**src/rtl/div_unit_pkg.sv**
```systemverilog
// Shared state codes and handshake constants for the execute-stage divider.
// The values match the codes the execute stage already compares against.
package div_unit_pkg;

  typedef enum logic [1:0] {
    DivFree   = 2'b00,
    DivByZero = 2'b01,
    DivOn     = 2'b10,
    DivEnd    = 2'b11
  } div_state_e;

  localparam logic DivStart          = 1'b1;
  localparam logic DivStop           = 1'b0;
  localparam logic DivResultReady    = 1'b1;
  localparam logic DivResultNotReady = 1'b0;

  localparam logic [5:0] DivSteps = 6'd32;

  // Two's-complement magnitude of a 32-bit operand when it is treated as signed.
  function automatic logic [31:0] abs_operand(input logic is_signed, input logic [31:0] value);
    return (is_signed && value[31]) ? (~value + 32'd1) : value;
  endfunction

endpackage

```
**src/rtl/div_unit.sv**
```systemverilog
// Iterative 32-bit restoring radix-2 divider for DIV/DIVU.
// Returns {remainder, quotient} with a registered ready pulse on the start/ready handshake.
module div_unit
  import div_unit_pkg::*;
(
  input  logic        clk,
  input  logic        resetn,
  input  logic        signed_div_i,
  input  logic [31:0] opdata1_i,
  input  logic [31:0] opdata2_i,
  input  logic        start_i,
  input  logic        annul_i,
  output logic [63:0] result_o,
  output logic        ready_o
);

  div_state_e  state;
  logic [5:0]  cnt;
  logic [64:0] work;
  logic [31:0] divisor;
  logic        neg_quo;
  logic        neg_rem;

  logic [65:0] shifted;
  logic [33:0] trial;
  logic [31:0] quo_fix;
  logic [31:0] rem_fix;
  logic        abort;

  always_comb begin
    shifted = {work, 1'b0};
    // Upper part is below 2*divisor, so a 34-bit subtract gives a reliable sign bit.
    trial   = shifted[65:32] - {2'b00, divisor};
    quo_fix = neg_quo ? (~work[31:0] + 32'd1) : work[31:0];
    rem_fix = neg_rem ? (~work[63:32] + 32'd1) : work[63:32];
    abort   = annul_i || (start_i == DivStop);
  end

  always_ff @(posedge clk or negedge resetn) begin
    if (!resetn) begin
      state    <= DivFree;
      cnt      <= 6'd0;
      work     <= 65'd0;
      divisor  <= 32'd0;
      neg_quo  <= 1'b0;
      neg_rem  <= 1'b0;
      result_o <= 64'd0;
      ready_o  <= DivResultNotReady;
    end else begin
      case (state)
        DivFree: begin
          ready_o  <= DivResultNotReady;
          result_o <= 64'd0;
          if (start_i == DivStart && !annul_i) begin
            if (opdata2_i == 32'd0) begin
              state <= DivByZero;
            end else begin
              state   <= DivOn;
              cnt     <= 6'd0;
              work    <= {33'd0, abs_operand(signed_div_i, opdata1_i)};
              divisor <= abs_operand(signed_div_i, opdata2_i);
              neg_quo <= signed_div_i && (opdata1_i[31] ^ opdata2_i[31]);
              neg_rem <= signed_div_i && opdata1_i[31];
            end
          end
        end

        DivByZero: begin
          if (abort) begin
            state <= DivFree;
          end else begin
            state    <= DivEnd;
            result_o <= 64'd0;
          end
        end

        DivOn: begin
          if (abort) begin
            state <= DivFree;
          end else if (cnt == DivSteps) begin
            state    <= DivEnd;
            result_o <= {rem_fix, quo_fix};
            ready_o  <= DivResultReady;
          end else begin
            work <= trial[33] ? shifted[64:0] : {trial[32:0], shifted[31:1], 1'b1};
            cnt  <= cnt + 6'd1;
          end
        end

        DivEnd: begin
          if (abort) begin
            state    <= DivFree;
            ready_o  <= DivResultNotReady;
            result_o <= 64'd0;
          end else begin
            ready_o <= DivResultReady;
          end
        end

        default: state <= DivFree;
      endcase
    end
  end

endmodule

```
**config.mk**
```make
export PLATFORM = sky130hd
export DESIGN_NAME = div_unit
export DESIGN_NICKNAME = d
export VERILOG_FILES = /design/src/rtl/div_unit_pkg.sv /design/src/rtl/div_unit.sv
export SDC_FILE = /design/constraint.sdc
export NUM_CORES = 1
export LEC_CHECK = 0
export ABC_CLOCK_PERIOD_IN_PS = 2800
export CAP_MARGIN = 20
export CORE_MARGIN = 4
export CORE_UTILIZATION = 40
export CTS_CLUSTER_DIAMETER = 50
export DETAILED_ROUTE_END_ITERATION = 8
export HOLD_SLACK_MARGIN = 0.15
export SYNTH_ARGS = -nofsm -noshare
export SYNTH_HDL_FRONTEND = slang
export SYNTH_SLANG_ARGS = --single-unit
```
**constraint.sdc**
```tcl
create_clock -name clk -period 2.8 [get_ports clk]
set_input_delay 0.56 -clock clk [delete_from_list [all_inputs] [get_ports clk]]
set_output_delay 0.56 -clock clk [all_outputs]
set_load 0.02 [all_outputs]
```
==> impl_results.md <==
* Rows at 61
* H-tree depth at 4
* Synth cell types at 68
* Setup crit end kind: flop
* DRT antenna net count at 0
* Worst vdd ir at about 0.46 mV
* Routed via count at about 11k
* Die X at between 150 and 200 µm
* Ant. Diodes at 0
* Most area-hungry cell type in the Yosys netlist: dfrtp_1
* DR DRC count at 0
* Worst Path Arrival at 3.20 ns
* CTS Sinks at around 170
* Pwr dens at approximately 800 nW/µm²
* GR Overflow Total at 0
* Setup Skew at ~0.015 ns
* R2r worst-path depth at 14
* First-pass DRT Iterations at 5
* DR iter-0 viols at roughly 600
* Final setup viols at 5
* Final Hold Viols at 0
* Finished Cell Area at 16,900 µm²
* Top_reg_cell synth: dfrtp_1
* Area delta synth->final at 47.4%
* GR Util met2 at 37.0%
* Die area at roughly 32,000 µm²
* Post-DP Area at between 15,000 and 20,000 µm²
* Power Total at approximately 14,000 µW
* I/O Buffers at around 130
* First-pass GRT wire length at around 55,000 µm
* Worst slew pin tran at slightly above 0.9 ns
* Top cell type's share of synthesized area at a little under two fifths
* GR peak layer: met2
* Sequential cell area at 4310 µm²
* Ys async rst share at 100%
* Critical path startpoint category: flop
* Num CTS Buffers at 17
* Warnings, synthesis at 0
* Area occupied by multi-input gates at around 7500 µm²
* Mean area per synthesized cell at approximately 8.4 µm²
* Die H at 178 µm
* Flops & latches, synth at ~170
* Failing checks: negative setup slack
* Area contributors post-synth: dfrtp_1 37%, o21ai_0 7.4%, nand2_1 6.1%
* Post-synth EDFFs at 0
* Initial antenna violation count at 0
* Class of the worst hold path: flop to flop
* Top cells by count, synth: 187 x nand2_1, 172 x dfrtp_1, 170 x o21ai_0
* Minimum clock period at roughly 2.9 ns
* Cells after synthesis at roughly 1.4k
* Worst-skew pair later-pin latency at about 0.43 ns
* Fin nets at about 1.9k
* Most frequent cell after synthesis: nand2_1
* Critical path class: flop to flop
* P_leak at ~0.0075 µW
* WP data required at between 3 and 4 ns
* Fin crit share at 103%
* Fin Setup TNS at -0.232 ns
* Routability congestion estimate at 0.896
* Vias per inst at about 5.3
* Worst slack, placed at -0.705 ns
* Status: complete, but fails checks
* Grt met1 use at approximately 28%
* Post-Syn Area at 11,500 µm²
* PnR worst setup slack at -0.0743 ns
* Share of layout cells above drive strength 1 at between 20% and 30%
* Vias in the first global route at ~11k
* Final number of max-transition violations at 0
* WL/cell at ~16 µm
* Initial Util at about two fifths
* Max Cap Viol at 0
* Hpwl dp at approximately 25,000 µm
* Largest net degree at the start of global routing at 60
* Seq/Total Area, Yosys at between 30 and 40%
* Clk slew on worst S/H paths at ~0.07 ns
* CTS root buf: clkbuf_16
* CTS max path bufs at 2
* RSZ-0062 raised after global routing: true
* GR Util met3 at under 10%
* CTS tree: built
* Peak fanout along the critical path at 3
* Post-Syn Nets at about 1.5k
* Core area at roughly 28,000 µm²
* Fill cells at approximately 2.5k
* Routed WL at 34,900 µm
* IO Pins at 134
* Fmax at between 300 and 400 MHz
* Global router's overall resource usage at a little over a fifth
* Headroom to the max-slew limit at approximately two fifths
* Worst Hold Depth at 2
cells in the final DEF (no fill, tap or decap), types with 12 or more instances in the layout:
| cell type | netlist | final |
|---|---|---|
| o21ai_1 | 1 | 30 |
| mux2i_1 | 32 | 23 |
| xor2_1 | 78 | 76 |
| buf_12 | 0 | 17 |
| o31ai_1 | 32 | 25 |
| a21o_1 | 15 | 15 |
| inv_1 | 58 | 50 |
| o21ai_2 | 1 | 25 |
| ha_1 | 44 | 35 |
| o21ai_0 | 170 | 116 |
| clkbuf_16 | 0 | 23 |
| a21oi_1 | 130 | 118 |
| nand2b_1 | 13 | 12 |
| nand3_1 | 25 | 22 |
| clkdlybuf4s50_1 | 0 | 124 |
| dfrtp_1 | 172 | 171 |
| xnor2_1 | 67 | 65 |
| nor2_1 | 100 | 97 |
| buf_6 | 1 | 17 |
| nand2_2 | 0 | 13 |
| buf_4 | 13 | 237 |
| nand2_1 | 187 | 174 |
| nor3_1 | 18 | 17 |
final timing paths:
check | from | end | slack, ns
setup / recovery | work[31] | work[64] | -0.07
hold / removal | result_o[8] | result_o[8] | 0.48
setup reg to reg | work[31] | work[64] | -0.07
hold reg to reg | result_o[8] | result_o[8] | 0.48
max in group asynchronous | resetn | divisor[0] | 1.32
min in group asynchronous | resetn | result_o[2] | 0.62
routing by layer:
metal	wire, µm	vias up	share of wire (%)
li1	-	5570	-
met1	15800	5365	45
met2	17000	258	49
met3	1470	44	4.2
met4	606	0	1.7
met5	0	-	0
cell families (layout without fill, tap and decap cells):
group	after synthesis	count (layout)	synth area share (%)
simple gates	426	426	17.4
mux	33	33	2.88
buf+inv	129	504	4.79
flops	172	172	37.4
compound gates	425	425	21.5
xor+xnor	145	145	11.0
fa+ha+maj	45	45	4.96
power by group:
group	internal (µW)	switching, µW	leakage [µW]
clock network	1230	1030	0.000250
registers	3190	590	0.00225
logic	3470	4000	0.00500
total	7880	5620	0.00750
critical path: stages (launching register included):
cell and delay (ns):
dfrtp_1 0.38, inv_2 0.08, ha_4 0.14, inv_2 0.04, fa_2 0.40, a211oi_2 0.22
o311ai_2 0.17, nand4_1 0.20, a31oi_4 0.13, o311ai_2 0.31, buf_4 0.18, a31oi_4 0.07
o211ai_1 0.22, a31o_2 0.19, nand3_1 0.05
sequential cells by signal (all words and copies together) (netlist names):
name	count
state	2
work	65
cnt	6
ready_o	1
neg_quo	1
result_o	64
divisor	32
neg_rem	1
per-stage QoR:
stage	hold WS, ns	cells	util [%]
6_report	0.477	2128	60.3
4_1_cts	0.483	2116	58.4
2_1_floorplan	0.264	1375	-
3_5_place_dp	0.467	2059	53.6
3_3_place_gp	0.462	2059	53.6
5_1_grt	0.489	2128	60.3
layout make-up:
type	instances	area share, %
Multi-Input combinational cell	1074	44.1
Sequential cell	172	25.4
Timing Repair Buffer	415	23.1
Tap cell	378	2.79
Clock buffer	19	2.56
Inverter	58	1.28
Clock inverter	12	0.694
timing repair:
action,CTS,global route
endpoints found under the setup margin,117,118
endpoints found under the hold margin,39,0
resized for setup,161,92
hold buffers,1,0
pin swaps,67,51
buffers inserted,23,11
gates cloned,6,7
Power figures use the tool's default switching activity.
